--- config.mk ---
export PLATFORM = sky130hd
export DESIGN_NAME = bcd_scan_ctrl
export DESIGN_NICKNAME = d
export VERILOG_FILES = /design/src/rtl/bcd_pkg.sv /design/src/rtl/bcd_slot_timer.sv /design/src/rtl/bcd_scan_ctrl.sv
export SDC_FILE = /design/constraint.sdc
export NUM_CORES = 1
export LEC_CHECK = 0
export CORE_MARGIN = 1.5
export CORE_UTILIZATION = 56
export DETAILED_ROUTE_END_ITERATION = 10
export GPL_TIMING_DRIVEN = 0
export PLACE_DENSITY = 0.81
export SLEW_MARGIN = 0
export SYNTH_ARGS = -nofsm -noshare
export SYNTH_HDL_FRONTEND = slang
export SYNTH_HIERARCHICAL = 1
export SYNTH_SLANG_ARGS = --single-unit
export TNS_END_PERCENT = 20
--- constraint.sdc ---
create_clock -name i_clk -period 5.5 [get_ports i_clk]
set_clock_uncertainty 0.15 [all_clocks]
set_input_delay 1.65 -clock i_clk [delete_from_list [all_inputs] [get_ports i_clk]]
set_output_delay 1.65 -clock i_clk [all_outputs]
set_load 0.05 [all_outputs]
--- src/rtl/bcd_pkg.sv ---
// bcd_pkg: shared helpers and scan FSM encodings for display blocks
package bcd_pkg;
  typedef enum logic [1:0] {ST_DISABLED = 2'd0, ST_ON = 2'd1, ST_GAP = 2'd2} scan_state_t;
  function automatic int clogb2(input int v);
    int r;
    r = 1;
    for (int i = 1; i < 32; i++) if ((1 << i) < v) r = i + 1;
    return r;
  endfunction
endpackage

--- src/rtl/bcd_slot_timer.sv ---
// bcd_slot_timer: per-slot cycle counter with clipped lit length and slot-end strobe
module bcd_slot_timer import bcd_pkg::*; #(
  parameter int MULTIPLEX_CLK_COUNT = 10,
  parameter int BLANK_CLK_COUNT = 2,
  localparam int CW = clogb2(MULTIPLEX_CLK_COUNT + 1)
) (
  input  logic          i_clk,
  input  logic          i_clr,
  input  logic          i_load,
  input  logic [CW-1:0] i_bright,
  output logic          o_slot_end,
  output logic          o_on_next
);
  localparam logic [CW-1:0] N_MAX = CW'(MULTIPLEX_CLK_COUNT - BLANK_CLK_COUNT);
  localparam logic [CW-1:0] LAST = CW'(MULTIPLEX_CLK_COUNT - 1);
  logic [CW-1:0] r_cnt, r_n, w_n_new;
  always_comb begin
    w_n_new = (i_bright > N_MAX) ? N_MAX : i_bright;
    o_slot_end = r_cnt == LAST;
    o_on_next = i_load ? (w_n_new != '0) : ((r_cnt + 1'b1) < r_n);
  end
  // counter only advances inside a running slot, so it never reaches M
  always_ff @(posedge i_clk) begin
    if (i_clr) begin
      r_cnt <= '0;
      r_n <= '0;
    end else if (i_load) begin
      r_cnt <= '0;
      r_n <= w_n_new;
    end else begin
      r_cnt <= r_cnt + 1'b1;
    end
  end
endmodule

--- src/rtl/bcd_scan_ctrl.sv ---
// bcd_scan_ctrl: multiplexed BCD display scanner with brightness, blanking and leading-zero suppression
module bcd_scan_ctrl import bcd_pkg::*; #(
  parameter int DISPLAYS_NUM = 4,
  parameter int DIGIT_W = 4,
  parameter int MULTIPLEX_CLK_COUNT = 10,
  parameter int BLANK_CLK_COUNT = 2,
  parameter int SEL_ACTIVE_LOW = 0,
  localparam int CW = clogb2(MULTIPLEX_CLK_COUNT + 1),
  localparam int IW = clogb2(DISPLAYS_NUM)
) (
  input  logic                            i_clk,
  input  logic                            i_rst,
  input  logic                            i_en,
  input  logic [DISPLAYS_NUM*DIGIT_W-1:0] i_bcd_data,
  input  logic [CW-1:0]                   i_bright,
  input  logic                            i_lz_blank,
  output logic [DIGIT_W-1:0]              o_bcd_muxed,
  output logic [DISPLAYS_NUM-1:0]         o_bcd_sel,
  output logic [IW-1:0]                   o_digit_idx,
  output logic                            o_frame_start
);
  localparam int D = DISPLAYS_NUM;
  localparam int W = DIGIT_W;
  localparam logic [IW-1:0] LAST_IDX = IW'(D - 1);
  localparam logic [D-1:0] SEL_OFF = {D{SEL_ACTIVE_LOW != 0}};
  localparam logic [D-1:0] SEL_ONE = {{(D-1){1'b0}}, 1'b1};
  scan_state_t r_state, w_next_state;
  logic [IW-1:0] r_idx, w_idx_next;
  logic [D*W-1:0] r_shadow, w_shadow_next;
  logic [W-1:0] r_muxed, w_digit;
  logic [D-1:0] r_sel;
  logic r_blank, r_fs, w_blank_next, w_load, w_frame, w_zero_prefix, w_slot_end, w_on_next, w_tmr_clr;
  bcd_slot_timer #(
    .MULTIPLEX_CLK_COUNT(MULTIPLEX_CLK_COUNT),
    .BLANK_CLK_COUNT(BLANK_CLK_COUNT)
  ) u_timer (
    .i_clk(i_clk),
    .i_clr(w_tmr_clr),
    .i_load(w_load),
    .i_bright(i_bright),
    .o_slot_end(w_slot_end),
    .o_on_next(w_on_next)
  );
  always_comb begin
    w_tmr_clr = i_rst || !i_en;
    w_load = i_en && (r_state == ST_DISABLED || w_slot_end);
    w_frame = i_en && (r_state == ST_DISABLED || (w_slot_end && r_idx == LAST_IDX));
    w_next_state = !i_en ? ST_DISABLED : w_on_next ? ST_ON : ST_GAP;
    w_idx_next = (!i_en || w_frame) ? '0 : w_load ? r_idx + 1'b1 : r_idx;
    w_shadow_next = w_frame ? i_bcd_data : r_shadow;
    w_digit = W'(w_shadow_next >> ((D - 1 - int'(w_idx_next)) * W));
    w_zero_prefix = 1'b1;
    for (int j = 0; j < D; j++)
      if (j <= int'(w_idx_next) && w_shadow_next[(D-1-j)*W +: W] != '0) w_zero_prefix = 1'b0;
    w_blank_next = w_load ? (i_lz_blank && w_idx_next != LAST_IDX && w_zero_prefix) : r_blank;
  end
  // outputs are registered from next-cycle values so they line up with the state
  always_ff @(posedge i_clk) begin
    if (i_rst) begin
      r_state <= ST_DISABLED;
      r_idx <= '0;
      r_shadow <= '0;
      r_blank <= 1'b0;
      r_fs <= 1'b0;
      r_muxed <= '0;
      r_sel <= SEL_OFF;
    end else begin
      r_state <= w_next_state;
      r_idx <= w_idx_next;
      r_shadow <= w_shadow_next;
      r_blank <= w_blank_next;
      r_fs <= w_frame;
      r_muxed <= i_en ? w_digit : '0;
      r_sel <= SEL_OFF ^ ((w_next_state == ST_ON && !w_blank_next) ? (SEL_ONE << w_idx_next) : '0);
    end
  end
  assign o_bcd_muxed = r_muxed;
  assign o_bcd_sel = r_sel;
  assign o_digit_idx = r_idx;
  assign o_frame_start = r_fs;
endmodule

After elaboration in Yosys (flattened, before gate mapping)
Index checks and enable logic that the tools add are counted.
{"block": "totals", "ff_bits": 124, "latchBits": 0, "mem_bits_rw": 0, "romBits": 0, "in_bits": 52, "output_inout_bits": 41, "elab_cells": 63, "memories": 0}
{"block": "op_classes", "addsub": 3, "n_mul": 0, "div_mod_pow": 0, "n_lt_le_gt_ge": 6, "eq_ne": 4, "n_shift": 2, "muxes": 12, "bitwise_logic": 2, "reduce_logical": 25}
{"op": "32-bit 2-to-1 mux", "count": 3}
{"op": "32-bit by 1-bit adder with 32-bit output, second input constant", "count": 2}
{"op": "3-bit by 32-bit less-or-equal comparator with 1-bit output, first input constant", "count": 2}
{"op": "32-bit by 2-bit == test with 1-bit output, second input constant", "count": 1}
{"op": "32-bit by 4-bit == test with 1-bit output, second input constant", "count": 1}
{"op": "32-bit by 4-bit > comparator with 1-bit output, second input constant", "count": 1}
{"op": "1-bit by 32-bit less-or-equal comparator with 1-bit output, first input constant", "count": 1}
{"op": "2-bit by 32-bit less-or-equal comparator with 1-bit output, first input constant", "count": 1}
{"op": "32-bit less-than comparator", "count": 1}
{"op": "32-bit by 2-bit != test with 1-bit output, second input constant", "count": 1}
{"op": "32-bit nonzero test", "count": 1}
{"op": "1-bit by 32-bit << shifter with 4-bit output, first input constant", "count": 1}
{"op": "16-bit by 32-bit right shift with 4-bit output", "count": 1}
{"op": "3-bit by 30-bit subtractor with 30-bit output, first input constant", "count": 1}
{"op": "16-bit 2-to-1 mux", "count": 1}
{"op": "4-bit nonzero test", "count": 4}
{"op": "1-bit logical AND", "count": 10}
{"op": "1-bit 2-to-1 mux", "count": 6}
{"op": "2-bit OR reduction", "count": 3}
{"op": "1-bit logical OR", "count": 4}
{"op": "2-bit 2-to-1 mux", "count": 2}
{"op": "2-bit by 1-bit == test with 1-bit output, second input constant", "count": 1}
{"op": "1-bit zero test", "count": 2}
{"op": "2-bit zero test", "count": 1}
{"op": "1-bit NOT", "count": 2}

Longest topological paths before layout
Gate-level depths: netlist of the first run.
{"block": "logic_depth", "depth_word": 18, "mapped_depth": 19, "mapped_depth_nobuf": 19}

Modules after synthesis
The synthesis of the first run kept the hierarchy.
{"module": "bcd_scan_ctrl", "n_inst": 1, "cells_per_inst": 508, "area_per_inst_um2": 4017.6, "seq_area_each_um2": 1201.2}
{"module": "bcd_slot_timer", "n_inst": 1, "cells_per_inst": 352, "area_per_inst_um2": 3199.3, "seq_area_each_um2": 1281.2}

Worst setup path after synthesis of the first run
Ideal clock, no wire load.
{"block": "synth_timing", "kind": "input to register", "from": "in i_en", "to": "reg r_muxed[0] (netlist: o_bcd_muxed[0])", "setup_ps": 92, "t_arrival_ps": 4704, "required_time_ps": 5258, "slack_ps": 555, "cell_stages": 11, "path_buffers": 1, "path_cell_list": "clkbuf_1 > nand3_1 > xnor2_1 > and3_1 > inv_1 > ha_1 > or4_1 > a2111oi_0 > nand3_1 > or4_1 > nor4_1"}
{"block": "synth_between", "elab_chain_cells": 5, "elab_cells_between_ends": 11, "classes_between": "add/sub (1); shift (1); mux (3); bitwise (1); reduce/logical (5)"}
{"item": "from (decl)", "line_no": "bcd_scan_ctrl.sv:13", "text": "input logic i_en,"}
{"item": "1-bit logical AND (tied with other cells)", "line_no": "bcd_scan_ctrl.sv:46", "text": "w_load = i_en && (r_state == ST_DISABLED || w_slot_end);"}
{"item": "32-bit 2-to-1 mux / 1-bit logical OR (equally long branches)", "line_no": "bcd_scan_ctrl.sv:49", "text": "w_idx_next = (!i_en || w_frame) ? '0 : w_load ? r_idx + 1'b1 : r_idx;"}
{"item": "32-bit 2-to-1 mux", "line_no": "bcd_scan_ctrl.sv:49"}
{"item": "3-bit by 30-bit subtractor with 30-bit output", "line_no": "bcd_scan_ctrl.sv:51", "text": "w_digit = W'(w_shadow_next >> ((D - 1 - int'(w_idx_next)) * W));"}
{"item": "16-bit by 32-bit right shift with 4-bit output", "line_no": "bcd_scan_ctrl.sv:51"}
{"item": "to (signal assigned)", "line_no": "bcd_scan_ctrl.sv:73", "text": "r_muxed <= i_en ? w_digit : '0;"}
{"item": "to (decl)", "line_no": "bcd_scan_ctrl.sv:30", "text": "logic [W-1:0] r_muxed, w_digit;"}
Parallel ways exist; a longest one is shown, timed or not.
A chain may end at the register's enable or synchronous reset.

Worst setup path in the final report of the first run
{"block": "layout_timing", "from": "in i_en", "to": "reg r_muxed[2] (netlist: o_bcd_muxed[2])"}
Same word-level chain as after synthesis.

==> results of run 1 <==
cell type report:
class	instances	area (um2)	share of cell area
multi-input cells	662	4510	0.497
flip-flops and latches	124	2480	0.274
repair buffers	99	976	0.108
clock buffers	24	502	0.0553
well taps	172	215	0.0237
inverters	41	158	0.0174
plain buffers	33	148	0.0163
clock inverters	8	81.3	0.00897
per-stage QoR:
step | TNS [ps] | power (mW)
floorplan | 0 | 1.03
global placement | -5130 | 1.11
detailed placement | -5610 | 1.11
CTS | 0 | 2.20
global route | 0 | 2.27
finish | 0 | 2.20
kinds of logic (layout without fill, tap and decap cells):
| group | after synthesis | after routing | share of synthesized area |
|---|---|---|---|
| and+or+nand+nor | 423 | 423 | 0.327 |
| DFF | 124 | 124 | 0.344 |
| AOI/OAI and AO/OA | 110 | 110 | 0.107 |
| buffers and inverters | 74 | 205 | 0.0409 |
| xor gates and xnor gates | 71 | 71 | 0.0872 |
| adders and majority gates | 36 | 36 | 0.0624 |
| muxes | 22 | 22 | 0.0314 |
worst reg2reg max path, cell delays in order (launching register included):
cell	delay, ps
sky130_fd_sc_hd__dfxtp_1	480
sky130_fd_sc_hd__ha_1	190
sky130_fd_sc_hd__nor4b_1	280
sky130_fd_sc_hd__nand4_1	130
sky130_fd_sc_hd__nor2_1	230
sky130_fd_sc_hd__o21ba_1	210
sky130_fd_sc_hd__buf_6	140
sky130_fd_sc_hd__or4_1	580
sky130_fd_sc_hd__buf_2	240
sky130_fd_sc_hd__nor4_2	360
sky130_fd_sc_hd__xnor2_2	240
sky130_fd_sc_hd__a21boi_0	230
sky130_fd_sc_hd__or4b_1	590
sky130_fd_sc_hd__a31o_2	240
sky130_fd_sc_hd__a21oi_1	110
sky130_fd_sc_hd__o2111ai_1	280
sky130_fd_sc_hd__nor4_2	380
sequential cells by signal (all words and copies together), names as in the netlist:
signal and flops:
r_blank 1, r_state 2, o_digit_idx 32, o_bcd_sel 4, o_bcd_muxed 4, u_timer/r_n 32
r_shadow 16, u_timer/r_cnt 32, o_frame_start 1
path summary, 6_finish.rpt:
path / startpoint / end / slack (ps) / cells past startpoint
max: i_en / o_bcd_muxed[2] / 310 / 12
max reg2reg: u_timer/r_cnt[0] / o_bcd_muxed[2] / 320 / 16
min: u_timer/r_n[7] / u_timer/r_n[7] / 290 / 2
min reg2reg: u_timer/r_n[7] / u_timer/r_n[7] / 290 / 2
synth_stat cells (all sizes together) (7+ instances only):
cell type  instances
nor2b             10
clkbuf            25
and2              34
a211oi             9
dfxtp            124
nand4             33
ha                36
inv               40
nand2             52
nor3              29
xor2              20
a21oi             18
xnor2             51
or3                8
buf                8
nor2             116
nor4b              7
nor4              39
and3              10
mux2i             17
o21ai             20
a31oi             10
and4              17
or4               10
nand3             44
power by group through the flow:
stage / sequential (mW) / clock, mW / combinational [mW]
finish: 0.920 / 1.10 / 0.183
global route: 0.921 / 1.15 / 0.196
detailed placement: 0.939 / 0 / 0.169
global placement: 0.938 / 0 / 0.167
floorplan: 0.948 / 0 / 0.0840
CTS: 0.920 / 1.11 / 0.172
routing by layer:
| metal | vias up | global-route usage |
|---|---|---|
| met5 | - | 0 |
| met4 | 2 | 0.107 |
| met3 | 41 | 0.0737 |
| met2 | 338 | 0.473 |
| met1 | 3261 | 0.410 |
| li1 | 3348 | - |
what timing repair did:
item                       in CTS  in global routing
resized for setup              10                  9
pin swaps                       4                  2
setup buffers                   1                  6
setup endpoints to repair       9                  9
==> metrics.log, run 1 <==
INFO  metric status = finished clean
INFO  metric synth-edff-count = 0
INFO  metric maxClockFrequency = 193 MHz
INFO  metric critical_path_required = 5670 ps
INFO  metric report.final.hold_viol_count = 0
INFO  metric initial_core_util = 0.572
INFO  metric cts_hold_repair.buffers = 0
INFO  metric drv.max_cap_violation_count = 0
INFO  metric final_min_period_over_clock_period = 0.943
INFO  metric leakage_power_of_the_design = 3.42 nW
INFO  metric first_pass_iters = 6
INFO  metric worstSkewPairLatency = 430 ps
INFO  metric worstSetupStartpointType = input pin
INFO  metric switching_share = 0.239
INFO  metric cts.path.max_buffers = 2
INFO  metric stdcell_area = 9070 um2
INFO  metric timing.hold.worst.class = flop to flop
INFO  metric synth_seq_cells = 124
INFO  metric critical_path.cell_chain = dlymetal6s2s_1, nand2_2, or4_1, buf_2, nor4_2, xnor2_2, a21boi_0, or4b_1, a31o_2, a21oi_1, o2111ai_1, nor4_2
INFO  metric power.sequential.fraction = 0.417
INFO  metric postSynthNetCount = 948
INFO  metric detailroute.wirelength.met2 = 8.68 mm
INFO  metric pin_count_of_the_biggest_net_entering_global_routing = 17
INFO  metric filler_cell_count = 980
INFO  metric worst-slew-pin-transition = 803 ps
INFO  metric internal_power = 1.68 mW
INFO  metric num_antenna_cells = 0
INFO  metric grt_pass1_vias = 6465
INFO  metric cts_htree_levels = 4
INFO  metric placed_insts = 1124
INFO  metric crit_path_setup_slack_layout = 314 ps
INFO  metric vdd_drop_max = 0.000159 V
INFO  metric timing.setup.critical_path_class = input pin to flop
INFO  metric clock_buffer_count_from_cts = 17
INFO  metric mostFrequentLayoutCell = sky130_fd_sc_hd__dfxtp_1
INFO  metric path_delay_family = simple AND/OR/NAND/NOR gates
INFO  metric io_pins = 93
INFO  metric met1Wirelength = 9.27 mm
INFO  metric grt_antenna_before_repair = 1
INFO  metric tritoncts = yes
INFO  metric dpl-instance-area = 8350 um2
INFO  metric grt_setup_unrepaired = false
INFO  metric critical-path-slowest-cell = sky130_fd_sc_hd__or4_1
INFO  metric p_per_area = 243 nW/um2
INFO  metric routedWlPerCell = 17.3 um
INFO  metric p_sw = 0.526 mW
INFO  metric die_area = 13600 um2
INFO  metric floorplan.rows = 41
INFO  metric pwr-share-comb = 0.083
INFO  metric dr.max_layer_used = met5
INFO  metric critPathArrivalTime = 5360 ps
INFO  metric wl = 20.1 mm
INFO  metric stdcell_count = 1163
INFO  metric synth.yosys.warnings = 6
INFO  metric route.detailed.drc = 0
INFO  metric ys_async_sr_fraction = 0
INFO  metric fin_worst_hold_slack = 291 ps
INFO  metric cts.clk_slew.worst_paths = 60 ps
INFO  metric cts_sinks = 124
INFO  metric worst_slack_at_placement = -909 ps
INFO  metric synthesis.instances = 860
INFO  metric port_buffers = 92
INFO  metric area_overhead_vs_synth = 25.6%
INFO  metric die_height = 117 um
INFO  metric global_route_wire_length_before_repair = 31.9 mm
INFO  metric cp_num_buf_inv = 2
INFO  metric netlist_top_cells_area = sky130_fd_sc_hd__dfxtp_1 (34%), sky130_fd_sc_hd__ha_1 (6.2%), sky130_fd_sc_hd__xnor2_1 (6.2%)
INFO  metric final_layout_size_suffix_gt1_frac = 0.0898
INFO  metric final_core_utilization = 0.719
INFO  metric final-max-slew-violation-count = 0
INFO  metric vias = 6990
INFO  metric nNetsFinal = 1066
INFO  metric setup_viol = 0
INFO  metric floorplan.die.width = 117 um
INFO  metric clockRootBuffer = sky130_fd_sc_hd__clkbuf_16
INFO  metric cp_max_fo = 10
INFO  metric syn-cell-area = 7220 um2
INFO  metric antenna_violating_nets_post_route = 0
INFO  metric met3WireLength = 1.77 mm
INFO  metric timing.critical_path.mode_cell = sky130_fd_sc_hd__nor4_2
INFO  metric grt-ovfl-total = 0
INFO  metric synth_sequential_area_ratio = 0.344
INFO  metric slew_headroom = 0.463
INFO  metric worstSetupEndpointType = flop
INFO  metric finalWorstPathRequiredPeriod = 5190 ps
INFO  metric synthDominantAreaCellType = sky130_fd_sc_hd__dfxtp_1
INFO  metric core_footprint = 12600 um2
INFO  metric detailedRoute.firstIterationViolations = 885
INFO  metric post_drt_via_cell_ratio = 6.01
INFO  metric synthDistinctLibCells = 76
INFO  metric post_synth.cell_area_avg = 8.39 um2
INFO  metric yosys_most_used_dff = sky130_fd_sc_hd__dfxtp_1
INFO  metric place_hpwl = 14.6 mm
INFO  metric groute.usage.overall = 0.303
INFO  metric finalWeightedCongestion = 0.949
INFO  metric power_frac_clock = 0.500
INFO  metric synth_top_cell_area_share = 0.344
INFO  metric crit_path_max_incr_delay = 590 ps
INFO  metric final_cell_mix = sky130_fd_sc_hd__dfxtp_1 (124), sky130_fd_sc_hd__nor2_1 (116), sky130_fd_sc_hd__clkdlybuf4s50_1 (91), sky130_fd_sc_hd__nand2_1 (51), sky130_fd_sc_hd__xnor2_1 (49)
Power figures use the tool's default switching activity.
==> run 2, diff against run 1 <==
- CORE_UTILIZATION: 56 -> 64
- DONT_BUFFER_PORTS: unset -> 1
- PLACE_DENSITY: 0.81 -> 0.8
==> run 2 against run 1 <==
- final area shrank 11%
- first-iteration DRC count shrank 31%
- die area shrank 12%
- highest routed layer is now met4
- critical path depth grew 5
- combinational power shrank 35%
- largest power group unchanged
- register-to-register slack lost 30 ps
- sequential cell count is the same
- critical endpoint is now o_bcd_muxed[1]
==> metrics.log, run 2 (synthesized netlist as in run 1, its figures left out) <==
INFO  metric final-max-slew-violation-count = 0
INFO  metric filler_cell_count = 848
INFO  metric worst_slack_at_placement = -313 ps
INFO  metric p_per_area = 261 nW/um2
INFO  metric post_drt_via_cell_ratio = 6.44
INFO  metric clock_buffer_count_from_cts = 17
INFO  metric cts_sinks = 124
INFO  metric mostFrequentLayoutCell = sky130_fd_sc_hd__dfxtp_1
INFO  metric finalWorstPathRequiredPeriod = 5210 ps
INFO  metric grt_antenna_before_repair = 0
INFO  metric num_antenna_cells = 0
INFO  metric area_overhead_vs_synth = 11.2%
INFO  metric worst-slew-pin-transition = 833 ps
INFO  metric floorplan.die.width = 109 um
INFO  metric cts.path.max_buffers = 2
INFO  metric report.final.hold_viol_count = 0
INFO  metric critical_path_required = 5650 ps
INFO  metric worstSetupStartpointType = flop
INFO  metric routedWlPerCell = 19.1 um
INFO  metric grt_pass1_vias = 6245
INFO  metric worstSkewPairLatency = 420 ps
INFO  metric route.detailed.drc = 0
INFO  metric drv.max_cap_violation_count = 0
INFO  metric die_area = 11900 um2
INFO  metric tritoncts = yes
INFO  metric vdd_drop_max = 0.000253 V
INFO  metric power.sequential.fraction = 0.444
INFO  metric finalWeightedCongestion = 0.890
INFO  metric antenna_violating_nets_post_route = 0
INFO  metric grt-ovfl-total = 0
INFO  metric internal_power = 1.61 mW
INFO  metric die_height = 109 um
INFO  metric power_frac_clock = 0.499
INFO  metric floorplan.rows = 38
INFO  metric multi_input_area = 4500 um2
INFO  metric slew_headroom = 0.430
INFO  metric fin_worst_hold_slack = 292 ps
INFO  metric wl = 19.7 mm
INFO  metric timing.setup.critical_path_class = flop to flop
INFO  metric cts_hold_repair.buffers = 0
INFO  metric worstSetupEndpointType = flop
INFO  metric pwr-share-comb = 0.057
INFO  metric nNetsFinal = 969
INFO  metric fin_tns_setup = 0 ps
INFO  metric place_hpwl = 14.5 mm
INFO  metric final_core_utilization = 0.734
INFO  metric crit_path_setup_slack_layout = 292 ps
INFO  metric global_route_wire_length_before_repair = 30.9 mm
INFO  metric initial_core_util = 0.660
INFO  metric final_min_period_over_clock_period = 0.947
INFO  metric critPathArrivalTime = 5360 ps
INFO  metric p_sw = 0.485 mW
INFO  metric final_cell_mix = sky130_fd_sc_hd__dfxtp_1 (123), sky130_fd_sc_hd__nor2_1 (116), sky130_fd_sc_hd__nand2_1 (51), sky130_fd_sc_hd__xnor2_1 (49), sky130_fd_sc_hd__nand3_1 (42)
INFO  metric final_layout_size_suffix_gt1_frac = 0.0898
INFO  metric status = finished clean
INFO  metric detailedRoute.firstIterationViolations = 613
INFO  metric pin_count_of_the_biggest_net_entering_global_routing = 17
INFO  metric io_pins = 93
INFO  metric timing.hold.worst.class = flop to flop
INFO  metric first_pass_iters = 5
INFO  metric cp_max_fo = 10
INFO  metric core_footprint = 10900 um2
INFO  metric vias = 6640
INFO  metric sequential_cell_area = 2480 um2
INFO  metric groute.usage.overall = 0.338
INFO  metric leakage_power_of_the_design = 3.04 nW
INFO  metric setup_viol = 0
INFO  metric port_buffers = 0
INFO  metric maxClockFrequency = 192 MHz
INFO  metric switching_share = 0.231
INFO  metric cts_htree_levels = 4
INFO  metric power = 2.10 mW
INFO  metric cts.clk_slew.worst_paths = 50 ps
INFO  metric clockRootBuffer = sky130_fd_sc_hd__clkbuf_16
-- run 2: final cells by class --
cell class,count,area share
sequential,124,0.309
tap,140,0.0218
inverter,41,0.0196
clock buffer,22,0.0603
multi-input combinational,662,0.561
clock inverter,7,0.00826
buffer,33,0.0178
timing repair buffer,2,0.00187
-- run 2: worst paths after layout --
path                                       start         endpoint  slack (ps)  cells past startpoint
worst max-delay path            u_timer/r_cnt[0]   o_bcd_muxed[1]         290                     17
worst min-delay path             u_timer/r_n[11]  u_timer/r_n[11]         290                      2
worst max register to register  u_timer/r_cnt[0]   o_bcd_muxed[1]         290                     17
worst min register to register   u_timer/r_n[11]  u_timer/r_n[11]         290                      2
-- run 2: critical path, cell delays in order (launching register included) --
cell and delay [ps]:
sky130_fd_sc_hd__dfxtp_1 470, sky130_fd_sc_hd__ha_1 200, sky130_fd_sc_hd__nor4b_1 250, sky130_fd_sc_hd__nand4_1 130, sky130_fd_sc_hd__nor2_1 220, sky130_fd_sc_hd__nor4b_1 240
sky130_fd_sc_hd__and4_1 240, sky130_fd_sc_hd__a31oi_2 190, sky130_fd_sc_hd__and2_1 260, sky130_fd_sc_hd__clkbuf_2 230, sky130_fd_sc_hd__nand2_1 140, sky130_fd_sc_hd__ha_1 230
sky130_fd_sc_hd__buf_1 440, sky130_fd_sc_hd__nor2_1 110, sky130_fd_sc_hd__a2111oi_1 450, sky130_fd_sc_hd__nand3_1 120, sky130_fd_sc_hd__or4_1 670, sky130_fd_sc_hd__nor4_1 360
-- run 2: layer usage --
metal | wire length [um] | up-vias | GRT usage
met1 | 8630 | 3141 | 0.447
li1 | - | 3155 | -
met4 | 266 | 0 | 0.111
met3 | 1920 | 34 | 0.103
met2 | 8900 | 310 | 0.526
met5 | 0 | - | 0
-- run 2: stage by stage --
step	instances	area (um2)
3_5_place_dp	1000	7390
6_report	1031	8030
4_1_cts	1029	7940
5_1_grt	1031	8030
2_1_floorplan	860	7220
3_3_place_gp	1000	7390
-- run 2: power groups by stage --
stage / registers [mW] / logic [mW] / clock network [mW]
after CTS: 0.931 / 0.114 / 1.06
after floorplan: 0.948 / 0.0840 / 0
after global routing: 0.933 / 0.128 / 1.09
after global placement: 0.949 / 0.109 / 0
after detailed placement: 0.950 / 0.113 / 0
final: 0.931 / 0.119 / 1.05
-- run 2: repair_timing --
| action | 4_1_cts | 5_1_grt |
|---|---|---|
| gates resized for setup | 0 | 15 |
| endpoints found under the setup margin | 0 | 4 |
| setup buffers | 0 | 2 |
==> RTL edit 1 (config.mk and constraints of run 2) <==
Set the parameter `DIGIT_W` to 6 (it was 4).
--- a/src/rtl/bcd_scan_ctrl.sv
+++ b/src/rtl/bcd_scan_ctrl.sv
@@ -1,7 +1,7 @@
 // bcd_scan_ctrl: multiplexed BCD display scanner with brightness, blanking and leading-zero suppression
 module bcd_scan_ctrl import bcd_pkg::*; #(
   parameter int DISPLAYS_NUM = 4,
-  parameter int DIGIT_W = 4,
+  parameter int DIGIT_W = 6,
   parameter int MULTIPLEX_CLK_COUNT = 10,
   parameter int BLANK_CLK_COUNT = 2,
   parameter int SEL_ACTIVE_LOW = 0,
Interface: changed (resized i_bcd_data and o_bcd_muxed); port bits go from 93 to 103. The function was not compared with the original's and may differ.
==> RTL edit 1 against run 2 <==
  * The run now ends with setup timing left
  * Synthesized cell count rose by 49%
  * Area after synthesis rose by 41%
  * Power rose by 12%
  * Setup slack got worse by 1.1 ns
  * Worst hold slack got worse by 0.0015 ns
  * Count of clock-buffer cells in the layout fell by 1
  * Wire length rose by 50%
  * Critical path depth rose by 15
  * Cell area rose by 53%
  * Sequential cell count rose by 10
==> RTL edit 1: results <==
metrics = {
    "setup_path": {
        "crit_path_top_delay_cell": "a2111o_1",
        "critPathMaxFanout": 7,
        "cp_slowest_stage_delay_ns": 0.37,
        "critical_path_arrival_ns": 6.47,
    },
    "global_routing": {
        "grt_pass1_wl_um": 45800,
        "groute.usage.overall_pct": 34.4,
        "met3_usage_pct": 7.51,
        "global_route.usage.met1_pct": 40.3,
    },
    "detailed_routing": {
        "wl_per_cell_um": 18.9,
        "drtIter0Drc": 919,
        "wirelength_um": 29600,
    },
    "outcome": {
        "violations": "setup timing",
        "status": "complete, but fails checks",
    },
    "timing": {
        "relSlewSlack_pct": 43.1,
        "fin_ws_ns": -0.785,
        "finalSetupViolations": 6,
    },
    "yosys": {
        "synthTopCellsByArea": "dfxtp_1 (26%), ha_1 (12%), nor2_1 (6.0%)",
        "synth_commonest_cells": "nor2_1 (163), dfxtp_1 (134), nand2_1 (99)",
        "synth_nets": 1441,
        "synthCells": 1285,
    },
    "place": {
        "place_ws_ns": -1.91,
        "place_congestion": 0.927,
        "dp_hpwl_um": 21000,
    },
    "power_and_ir_drop": {
        "ir_drop_mv": 0.210,
    },
    "worst_hold_path": {
        "min_from": "u_timer/r_n[9]$_SDFFE_PP0P_",
    },
}
[RTL edit 1: kinds of logic after synthesis]
kind of cell | after synthesis | synth area share, %
xor+xnor | 86 | 7.53
buf+inv | 123 | 5.39
simple gates | 546 | 28.3
compound gates | 269 | 17.2
fa+ha+maj | 96 | 11.8
mux | 31 | 3.42
flops | 134 | 26.3
[RTL edit 1: where the power goes]
group          internal [W]  switching, W  total (W)  leakage [nW]
combinational     0.0000693      0.000110   0.000179          3.75
clock              0.000701      0.000453    0.00115         0.293
sequential         0.000987     0.0000230    0.00101          1.09
total               0.00176      0.000586    0.00234          5.14
[RTL edit 1: worst min-delay path, cell delays in order, from the launching register on]
cell	delay, ns
dfxtp_1	0.29
inv_1	0.06
nor2_1	0.04
[RTL edit 1: final cells by class]
type                       count  area (um2)  area share, %
clock inverter                11         139           1.13
tap                          211         264           2.15
multi-input combinational   1028        7770           63.2
inverter                      61         229           1.86
timing repair buffer          45         354           2.88
clock buffer                  21         460           3.74
sequential                   134        2700           22.0
buffer                        54         380           3.09
[RTL edit 1: worst paths after layout]
path	end	slack, ns	depth (start not counted)
hold / removal	u_timer/r_n[9]$_SDFFE_PP0P_	0.29	2
setup / recovery	o_bcd_muxed[5]$_SDFF_PP0_	-0.79	32
hold reg to reg	u_timer/r_n[9]$_SDFFE_PP0P_	0.29	2
setup reg to reg	o_bcd_muxed[5]$_SDFF_PP0_	-0.79	32
[RTL edit 1: what timing repair did]
item,CTS,global route
setup buffers,21,24
setup endpoints to repair,6,6
resized for setup,87,75
pin swaps,32,39
[RTL edit 1: metal layers]
layer / wire length, um / part of all wire (%)
met2: 13900 / 47
met5: 0 / 0
met1: 11800 / 40
met3: 2120 / 7.1
met4: 1870 / 6.3
[RTL edit 1: per-stage QoR]
stage               cell area [um2]  hold WS, ns
finish                        12300        0.291
global route                  12300        0.313
CTS                           11800        0.295
detailed placement            10700        0.286
global placement              10700        0.283
floorplan                     10400        0.272
==> RTL edit 2 (settings of run 2) <==
Made on the original files. Add an input register stage for `i_en`, `i_bcd_data`, `i_bright` and `i_lz_blank`; this delays them by one clock.
--- a/src/rtl/bcd_scan_ctrl.sv
+++ b/src/rtl/bcd_scan_ctrl.sv
@@ -24,6 +24,19 @@
   localparam logic [IW-1:0] LAST_IDX = IW'(D - 1);
   localparam logic [D-1:0] SEL_OFF = {D{SEL_ACTIVE_LOW != 0}};
   localparam logic [D-1:0] SEL_ONE = {{(D-1){1'b0}}, 1'b1};
+
+  logic i_en_q;
+  logic [DISPLAYS_NUM*DIGIT_W-1:0] i_bcd_data_q;
+  logic [CW-1:0] i_bright_q;
+  logic i_lz_blank_q;
+
+  always_ff @(posedge i_clk) begin
+    i_en_q       <= i_en;
+    i_bcd_data_q <= i_bcd_data;
+    i_bright_q   <= i_bright;
+    i_lz_blank_q <= i_lz_blank;
+  end
+
   scan_state_t r_state, w_next_state;
   logic [IW-1:0] r_idx, w_idx_next;
   logic [D*W-1:0] r_shadow, w_shadow_next;
@@ -37,22 +50,22 @@
     .i_clk(i_clk),
     .i_clr(w_tmr_clr),
     .i_load(w_load),
-    .i_bright(i_bright),
+    .i_bright(i_bright_q),
     .o_slot_end(w_slot_end),
     .o_on_next(w_on_next)
   );
   always_comb begin
-    w_tmr_clr = i_rst || !i_en;
-    w_load = i_en && (r_state == ST_DISABLED || w_slot_end);
-    w_frame = i_en && (r_state == ST_DISABLED || (w_slot_end && r_idx == LAST_IDX));
-    w_next_state = !i_en ? ST_DISABLED : w_on_next ? ST_ON : ST_GAP;
-    w_idx_next = (!i_en || w_frame) ? '0 : w_load ? r_idx + 1'b1 : r_idx;
-    w_shadow_next = w_frame ? i_bcd_data : r_shadow;
+    w_tmr_clr = i_rst || !i_en_q;
+    w_load = i_en_q && (r_state == ST_DISABLED || w_slot_end);
+    w_frame = i_en_q && (r_state == ST_DISABLED || (w_slot_end && r_idx == LAST_IDX));
+    w_next_state = !i_en_q ? ST_DISABLED : w_on_next ? ST_ON : ST_GAP;
+    w_idx_next = (!i_en_q || w_frame) ? '0 : w_load ? r_idx + 1'b1 : r_idx;
+    w_shadow_next = w_frame ? i_bcd_data_q : r_shadow;
     w_digit = W'(w_shadow_next >> ((D - 1 - int'(w_idx_next)) * W));
     w_zero_prefix = 1'b1;
     for (int j = 0; j < D; j++)
       if (j <= int'(w_idx_next) && w_shadow_next[(D-1-j)*W +: W] != '0) w_zero_prefix = 1'b0;
-    w_blank_next = w_load ? (i_lz_blank && w_idx_next != LAST_IDX && w_zero_prefix) : r_blank;
+    w_blank_next = w_load ? (i_lz_blank_q && w_idx_next != LAST_IDX && w_zero_prefix) : r_blank;
   end
   // outputs are registered from next-cycle values so they line up with the state
   always_ff @(posedge i_clk) begin
@@ -70,7 +83,7 @@
       r_shadow <= w_shadow_next;
       r_blank <= w_blank_next;
       r_fs <= w_frame;
-      r_muxed <= i_en ? w_digit : '0;
+      r_muxed <= i_en_q ? w_digit : '0;
       r_sel <= SEL_OFF ^ ((w_next_state == ST_ON && !w_blank_next) ? (SEL_ONE << w_idx_next) : '0);
     end
   end
Function: changed (Yosys sat finds a counterexample within 4 cycles, from zero or initial values and one cycle with i_rst high).
==> RTL edit 2 against run 2 <==
  * Sequential cell count grew 50
  * First-iteration DRC count grew 9.1%
  * Wire length grew 17%
  * Power grew 27%
  * Global-route usage shrank 1.3 points
  * Cell area grew 21%
  * Setup slack lost 0.045 ns
  * Area after synthesis grew 22%
  * Die area grew 21%
  * Largest power group is now sequential cells
==> RTL edit 2: results <==
metrics = {
    "outcome": {
        "status": "complete, no violations",
    },
    "yosys": {
        "synthMuxAreaShare_pct": 2.87,
        "seq_area_frac_synth_pct": 39.6,
        "synth.distinct_cells": 87,
        "synthCells": 979,
        "synthTopCellsByArea": "dfxtp_1 (40%), ha_1 (5.1%), nor2_1 (5.0%)",
        "async_flop_share_pct": 0,
        "synthAdderAreaFrac_pct": 5.12,
        "synth-xor-area-share_pct": 6.86,
        "synth_commonest_cells": "dfxtp_1 (174), nor2_1 (117), nand2_1 (46)",
        "synth_compound_area_share_pct": 12.8,
    },
    "detailed_routing": {
        "drtIter0Drc": 669,
        "top_layer": "met4",
        "route.met2.wl_um": 10300,
        "first_pass_iters": 5,
        "wirelength_um": 23100,
        "num_vias": 7571,
        "wl_met3_um": 2020,
        "wl_met1_um": 10400,
        "via_per_inst": 6.38,
    },
    "setup_path": {
        "crit_path_top_delay_cell": "xor2_1",
        "rrSetupSlack_ns": 0.25,
        "cp_slowest_stage_delay_ns": 0.71,
        "crit_family": "simple AND/OR/NAND/NOR gates",
        "critPathMaxFanout": 9,
        "critical_path_arrival_ns": 5.46,
    },
    "timing": {
        "hold_ws_ns": 0.292,
        "min_period_ns": 5.25,
        "tightest_slew_ns": 1.24,
    },
    "global_routing": {
        "grt_max_degree": 19,
        "gr-usage-met2_pct": 50.7,
        "met3_usage_pct": 8.16,
        "first_global_vias": 7206,
        "grt_pass1_wl_um": 36900,
        "groute.usage.overall_pct": 32.5,
        "global_route.usage.met1_pct": 44.7,
    },
    "final_layout": {
        "antenna_cells": 0,
        "drive_above_1_share_pct": 9.90,
        "syn2layout_area_growth_pct": 10.1,
        "nNetsFinal": 1085,
        "fillers": 1032,
    },
    "worst_hold_path": {
        "hold_path.class": "reg -> reg",
    },
    "clock_tree": {
        "numCtsBuffers": 17,
        "cts-root-buf": "clkbuf_16",
        "clk_pin_slew_worst_paths_ns": 0.07,
        "cts_max_path_buffers": 2,
        "worstSkewPairLatency_ns": 0.44,
        "htree_levels": 4,
    },
    "place": {
        "place_ws_ns": -0.967,
        "place_area_um2": 9010,
        "dp_hpwl_um": 17100,
        "portBuffers": 0,
        "place_congestion": 0.999,
    },
    "power_and_ir_drop": {
        "p_leak_nw": 3.66,
        "ir_drop_mv": 0.268,
    },
}
-- RTL edit 2: cell type report --
type / count / share of cell area [%]
Multi-Input combinational cell: 723 / 52.0
Sequential cell: 174 / 36.0
Clock buffer: 18 / 4.43
Tap cell: 176 / 2.27
Clock inverter: 14 / 1.82
Buffer: 39 / 1.80
Inverter: 41 / 1.59
Timing Repair Buffer: 1 / 0.0775
-- RTL edit 2: timing repair --
item                       4_1_cts  5_1_grt
pin swaps                        0        1
setup endpoints to repair        9        8
setup buffers                    0        1
gates resized for setup          9        5
-- RTL edit 2: path summary, 6_finish.rpt --
path                             endpoint                          from  depth (start not counted)
min reg2reg  u_timer/r_n[13]$_SDFFE_PP0P_  u_timer/r_n[13]$_SDFFE_PP0P_                          2
max             o_bcd_muxed[0]$_SDFF_PP0_   u_timer/r_cnt[0]$_SDFF_PP0_                         17
max reg2reg     o_bcd_muxed[0]$_SDFF_PP0_   u_timer/r_cnt[0]$_SDFF_PP0_                         17
min          u_timer/r_n[13]$_SDFFE_PP0P_  u_timer/r_n[13]$_SDFFE_PP0P_                          2
-- RTL edit 2: power breakdown --
part,switching (W),internal [W]
Combinational,0.0000790,0.0000412
Sequential,0.0000259,0.00129
Clock,0.000546,0.000688
Total,0.000651,0.00202
-- RTL edit 2: through the flow --
step / power [W] / TNS (ns)
floorplan: 0.00143 / 0
global placement: 0.00146 / -8.42
finish: 0.00267 / 0
detailed placement: 0.00146 / -7.43
global route: 0.00275 / -0.0279
CTS: 0.00268 / 0
-- RTL edit 2: worst register-to-register path: cells and delay by family, from the launching register on --
family	cells	cell delay, ns
flops	1	0.42
simple gates	9	2.17
compound gates	3	0.94
mux	1	0.17
fa+ha+maj	2	0.48
xor+xnor	1	0.71
buf+inv	1	0.15
